[src/rtl/pacman_pio_pkg.sv]
// Shared definitions for the pacman PIO bank: register offsets, edge modes and byte-lane merge.
package pacman_pio_pkg;

  typedef enum logic [1:0] {
    EDGE_RISE = 2'd0,
    EDGE_FALL = 2'd1,
    EDGE_ANY  = 2'd2
  } edge_mode_e;

  function automatic int off_in_data(input int num_out);
    return num_out;
  endfunction

  function automatic int off_irq_mask(input int num_out);
    return num_out + 1;
  endfunction

  function automatic int off_edge_cap(input int num_out);
    return num_out + 2;
  endfunction

  function automatic int off_toggle(input int num_out);
    return num_out + 3;
  endfunction

  // Lanes with be=1 take new_val, the rest keep old_val.
  function automatic logic [31:0] byte_merge(input logic [31:0] old_val,
                                             input logic [31:0] new_val,
                                             input logic [3:0]  be);
    logic [31:0] m;
    for (int b = 0; b < 4; b++) m[b*8 +: 8] = {8{be[b]}};
    return (old_val & ~m) | (new_val & m);
  endfunction

endpackage

[src/rtl/pio_edge_sync.sv]
// Two-flop synchroniser for the input pins plus a history register for edge detection.
module pio_edge_sync
  import pacman_pio_pkg::*;
#(
  parameter int IN_W      = 2,
  parameter int EDGE_MODE = 0
) (
  input  logic            clk,
  input  logic            rst_n,
  input  logic [IN_W-1:0] pin,
  output logic [IN_W-1:0] sync_data,
  output logic [IN_W-1:0] edge_pulse
);

  localparam edge_mode_e MODE = edge_mode_e'(EDGE_MODE[1:0]);

  logic [IN_W-1:0] sync1_r;
  logic [IN_W-1:0] sync2_r;
  logic [IN_W-1:0] prev_r;

  // Synchroniser chain and previous-value history.
  always_ff @(posedge clk or negedge rst_n) begin
    if (!rst_n) begin
      sync1_r <= {IN_W{1'b0}};
      sync2_r <= {IN_W{1'b0}};
      prev_r  <= {IN_W{1'b0}};
    end else begin
      sync1_r <= pin;
      sync2_r <= sync1_r;
      prev_r  <= sync2_r;
    end
  end

  // Edge pulses from the synchronised value against its history.
  always_comb begin
    case (MODE)
      EDGE_RISE: edge_pulse = sync2_r & ~prev_r;
      EDGE_FALL: edge_pulse = ~sync2_r & prev_r;
      EDGE_ANY:  edge_pulse = sync2_r ^ prev_r;
      default:   edge_pulse = sync2_r & ~prev_r;
    endcase
  end

  assign sync_data = sync2_r;

endmodule

[src/rtl/pacman_pio_bank.sv]
// Avalon-MM PIO bank: NUM_OUT output channels, one synchronised input channel with
// edge capture and a maskable level interrupt.
module pacman_pio_bank
  import pacman_pio_pkg::*;
#(
  parameter int                NUM_OUT   = 4,
  parameter int                DATA_W    = 32,
  parameter int                IN_W      = 2,
  parameter int                EDGE_MODE = 0,
  parameter logic [DATA_W-1:0] RESET_VAL = {DATA_W{1'b0}},
  localparam int               ADDR_W    = $clog2(NUM_OUT + 4)
) (
  input  logic                      clk_clk,
  input  logic                      reset_reset_n,
  input  logic [ADDR_W-1:0]         avs_address,
  input  logic                      avs_read,
  input  logic                      avs_write,
  input  logic [DATA_W/8-1:0]       avs_byteenable,
  input  logic [DATA_W-1:0]         avs_writedata,
  output logic [DATA_W-1:0]         avs_readdata,
  output logic                      avs_readdatavalid,
  output logic                      irq,
  input  logic [IN_W-1:0]           in_export,
  output logic [NUM_OUT*DATA_W-1:0] out_export
);

  localparam int BE_W = DATA_W / 8;
  localparam logic [ADDR_W-1:0] A_IN   = ADDR_W'(off_in_data(NUM_OUT));
  localparam logic [ADDR_W-1:0] A_MASK = ADDR_W'(off_irq_mask(NUM_OUT));
  localparam logic [ADDR_W-1:0] A_CAP  = ADDR_W'(off_edge_cap(NUM_OUT));
  localparam logic [ADDR_W-1:0] A_TOG  = ADDR_W'(off_toggle(NUM_OUT));

  logic [DATA_W-1:0] out_r     [NUM_OUT];
  logic [DATA_W-1:0] out_nxt_s [NUM_OUT];
  logic [IN_W-1:0]   mask_r;
  logic [IN_W-1:0]   cap_r;
  logic [IN_W-1:0]   sync_s;
  logic [IN_W-1:0]   edge_s;
  logic [IN_W-1:0]   mask_nxt_s;
  logic [IN_W-1:0]   clr_s;
  logic [DATA_W-1:0] tog_s;
  logic [DATA_W-1:0] rdata_s;
  logic [DATA_W-1:0] readdata_r;
  logic              rdv_r;
  logic [31:0]       wdata_pad_s;
  logic [3:0]        be_pad_s;
  logic              wr_mask_s;
  logic              wr_cap_s;
  logic              wr_tog_s;

  pio_edge_sync #(
    .IN_W      (IN_W),
    .EDGE_MODE (EDGE_MODE)
  ) u_sync (
    .clk        (clk_clk),
    .rst_n      (reset_reset_n),
    .pin        (in_export),
    .sync_data  (sync_s),
    .edge_pulse (edge_s)
  );

  // Widen bus data and byte enables to the 32-bit merge helper.
  always_comb begin
    wdata_pad_s = 32'h0;
    wdata_pad_s[DATA_W-1:0] = avs_writedata;
    be_pad_s = 4'h0;
    be_pad_s[BE_W-1:0] = avs_byteenable;
  end

  // Write decode and next values for every writable register.
  always_comb begin
    wr_mask_s  = avs_write && (avs_address == A_MASK);
    wr_cap_s   = avs_write && (avs_address == A_CAP);
    wr_tog_s   = avs_write && (avs_address == A_TOG);
    mask_nxt_s = IN_W'(byte_merge(32'(mask_r), wdata_pad_s, be_pad_s));
    clr_s      = wr_cap_s ? IN_W'(byte_merge(32'h0, wdata_pad_s, be_pad_s)) : {IN_W{1'b0}};
    tog_s      = DATA_W'(byte_merge(32'(out_r[0]), 32'(out_r[0]) ^ wdata_pad_s, be_pad_s));
    for (int k = 0; k < NUM_OUT; k++) begin
      if (avs_write && (avs_address == ADDR_W'(k))) begin
        out_nxt_s[k] = DATA_W'(byte_merge(32'(out_r[k]), wdata_pad_s, be_pad_s));
      end else if ((k == 0) && wr_tog_s) begin
        out_nxt_s[k] = tog_s;
      end else begin
        out_nxt_s[k] = out_r[k];
      end
    end
  end

  // Read mux over the current (pre-write) register contents.
  always_comb begin
    rdata_s = {DATA_W{1'b0}};
    case (avs_address)
      A_IN:    rdata_s[IN_W-1:0] = sync_s;
      A_MASK:  rdata_s[IN_W-1:0] = mask_r;
      A_CAP:   rdata_s[IN_W-1:0] = cap_r;
      default: begin
        for (int k = 0; k < NUM_OUT; k++) begin
          rdata_s = rdata_s | (out_r[k] & {DATA_W{avs_address == ADDR_W'(k)}});
        end
      end
    endcase
  end

  // Register file, edge capture (new edges win over W1C) and read response.
  always_ff @(posedge clk_clk or negedge reset_reset_n) begin
    if (!reset_reset_n) begin
      for (int k = 0; k < NUM_OUT; k++) out_r[k] <= RESET_VAL;
      mask_r     <= {IN_W{1'b0}};
      cap_r      <= {IN_W{1'b0}};
      readdata_r <= {DATA_W{1'b0}};
      rdv_r      <= 1'b0;
    end else begin
      out_r      <= out_nxt_s;
      mask_r     <= wr_mask_s ? mask_nxt_s : mask_r;
      cap_r      <= (cap_r & ~clr_s) | edge_s;
      readdata_r <= avs_read ? rdata_s : readdata_r;
      rdv_r      <= avs_read;
    end
  end

  // Flatten the channel array onto the export bus.
  always_comb begin
    for (int k = 0; k < NUM_OUT; k++) out_export[k*DATA_W +: DATA_W] = out_r[k];
  end

  assign avs_readdata      = readdata_r;
  assign avs_readdatavalid = rdv_r;
  assign irq               = |(cap_r & mask_r);

endmodule

[config.mk]
export PLATFORM = sky130hd
export DESIGN_NAME = pacman_pio_bank
export DESIGN_NICKNAME = d
export VERILOG_FILES = /design/src/rtl/pacman_pio_pkg.sv /design/src/rtl/pio_edge_sync.sv /design/src/rtl/pacman_pio_bank.sv
export SDC_FILE = /design/constraint.sdc
export NUM_CORES = 1
export LEC_CHECK = 0
export ABC_AREA = 1
export CORE_MARGIN = 2
export CORE_UTILIZATION = 50
export DETAILED_ROUTE_END_ITERATION = 12
export PLACE_DENSITY = 0.8
export SYNTH_ARGS = -nofsm -noshare
export SYNTH_HDL_FRONTEND = slang
export SYNTH_SLANG_ARGS = --single-unit
[constraint.sdc]
create_clock -name clk_clk -period 1.1 [get_ports clk_clk]
set_input_delay 0.11 -clock clk_clk [delete_from_list [all_inputs] [get_ports clk_clk]]
set_output_delay 0.11 -clock clk_clk [all_outputs]
set_load 0.02 [all_outputs]
==> results_dict.tcl <==
set metrics [dict create \
    synth_cell_types 30 \
    rsz0062_at_grt "true" \
    num_rows 47 \
    h-tree-depth 4 \
    cp_max_fo 2 \
    syn_inst 1023 \
    gp_congestion 0.979 \
    p_per_area_mw_per_mm2 1870 \
    start_kind "register" \
    yosysSeqAreaShare_pct 50.1 \
    die_x_um 135 \
    synth_edf_count 0 \
    seq_area_mm2 0.00428 \
    dr.first_iter.drc_count 1032 \
    drc 0 \
    synth_nets 1068 \
    clock_latency_ns 0.44 \
    outcome "finished with violations" \
    timing.clock.skew_ns 0.00566 \
    core_area_mm2 0.0166 \
    max_slew.worst_pin.slew_ns 0.419 \
    netlist_top_cells_area "dfrtp_1 50%, nand2_1 14%, nand3_1 5.2%, o21ai_0 5.2%, nand4_1 4.7%" \
    vias 9384 \
    layout_commonest_cell "nand2_1" \
    async_flop_share_pct 100 \
    vdd_drop_max_mv 1.26 \
    syn2layout_area_growth_pct 59.6 \
    grt_max_degree 63 \
    place_area_mm2 0.0123 \
    fin_crit_ns 1.34 \
    crit_path_end_kind "output port" \
    drv_slew 0 \
    wl_per_cell_um 19.0 \
    setup.worst_path.class "reg2out" \
    hp-class "in2async" \
    antenna_cells 0 \
    die_area_mm2 0.0182 \
    grt_usage_pct 35.0 \
    cts_inserted_buffers 17 \
    clock_sinks 171 \
    maxCapViolCount 0 \
    clkTransAtPathRegs_ns 0.07 \
    clk_path_buf_depth 2 \
    io_pins 207 \
    yosysWarnings 0 \
    cts_tree "yes" \
    final_cell_mix "310 x nand2_1, 212 x buf_4, 171 x dfrtp_1" \
    synth_top_area_share_pct 50.1 \
    setup_viol 34 \
    synth_flop_cell "dfrtp_1" \
    port_buffers 206 \
    p_total_uw 25500 \
    synth-seq-cells 171 \
    fillers 978 \
    cp_data_required_time_ns 0.99 \
    synth_area_leader_cell "dfrtp_1" \
    viasPerCell 5.65 \
    initial_core_util_pct 51.3 \
    overflow 0 \
    ant_nets 0 \
    drive_gt1_share_pct 36.4 \
    hold_violations 0 \
    fin_nets 1474 \
    period_share_pct 122 \
    dp_hpwl_um 20600 \
    worst_slack_ns -0.239 \
    first_pass_iters 5 \
    cts-root-buf "clkbuf_16" \
    syn_avg_cell_area_um2 8.35 \
    finish.instance_area_mm2 0.0136 \
    critPathArrivalTime_ns 1.23 \
    grt_pass1_vias 9384 \
    violations "negative setup slack" \
    pre_cts_ws_ns -0.695 \
    syn-cell-area_mm2 0.00855 \
    multi_input_area_mm2 0.00360 \
    p_leak_uw 0.00712 \
    grt_antenna_before_repair 0 \
    fmax_mhz 747 \
    relSlewSlack_pct 72.1 \
    routed_wl_um 31500 \
    placed_cells 1580 \
    final_cells 1662 \
    grt_pass1_wl_um 49000 \
    dieHeight_um 135 \
]
[power by group]
group | internal (µW) | switching [µW] | total (µW)
clock | 4400 | 2670 | 7080
sequential | 7540 | 1090 | 8630
combinational | 5010 | 4790 | 9800
total | 17000 | 8550 | 25500
[Yosys cell counts (2+ instances only)]
library cell    n
o22ai_1         8
clkbuf_2        2
nand4_1        64
clkbuf_1       24
buf_6          13
nand2_1       315
nor2_1         11
nand2_4         7
xor2_1          8
nor2_8          4
o21ai_2        40
o21ai_1        16
inv_2           4
o21ai_0        88
nand2_2         9
inv_1          89
a21oi_1        26
o21bai_1        2
buf_2          17
nand3_1        89
dfrtp_1       171
buf_4           5
nand3_4         4
[per-stage QoR]
step | TNS [ns] | hold slack, ns | util, %
floorplan | -0.00413 | -0.186 | -
global placement | -88.09 | -0.0529 | 73.9
detailed placement | -90.76 | -0.0508 | 73.9
CTS | -0.772 | 0.0510 | 78.4
global route | -2.12 | 0.0783 | 82.0
finish | -0.586 | 0.0675 | 82.0
[cell type report]
| type | count | share of cell area [%] |
|---|---|---|
| well taps | 220 | 2.02 |
| clock inverters | 13 | 1.74 |
| inverters | 95 | 2.81 |
| multi-input cells | 695 | 26.4 |
| clock buffers | 19 | 3.32 |
| flip-flops and latches | 171 | 31.4 |
| repair buffers | 449 | 32.3 |
[worst paths after layout]
path                            depth (start not counted)              start  slack, ns             endpoint
worst max register to register                          7           register      -0.03      avs_readdata[0]
max in group asynchronous                               3      reset_reset_n       0.46            async pin
worst min-delay path                                    2      reset_reset_n       0.07            async pin
min in group clk_clk                                    1       in_export[0]       0.12    u_sync.sync1_r[0]
worst max-delay path                                    2           register      -0.24                  irq
worst min register to register                          0  u_sync.sync1_r[0]       0.36  u_sync.sync_data[0]
[worst max-delay path: stages (launching register included)]
cell,delay [ns]
dfrtp_1,0.39
a22o_1,0.27
buf_6,0.14
[repair_timing]
action,in CTS,in global routing
pin swaps,3,33
gates resized for setup,857,148
setup endpoints to repair,322,220
endpoints found under the hold margin,171,0
hold buffers,1,0
buffers inserted,28,26
[layer usage]
metal	global-route usage [%]	share of wire, %	vias up
li1	-	-	4195
met1	44.2	37	4437
met2	57.0	49	628
met3	6.53	9.5	124
met4	19.4	4.5	0
met5	0	0	-
[logic make-up (layout without fill, tap and decap cells)]
group / count (synthesis) / count (layout) / share of synthesized area, %
buf+inv: 157 / 576 / 8.70
compound gates: 182 / 182 / 12.7
xor+xnor: 8 / 8 / 0.820
simple gates: 505 / 505 / 27.7
flops: 171 / 171 / 50.1
Power figures use the tool's default switching activity.
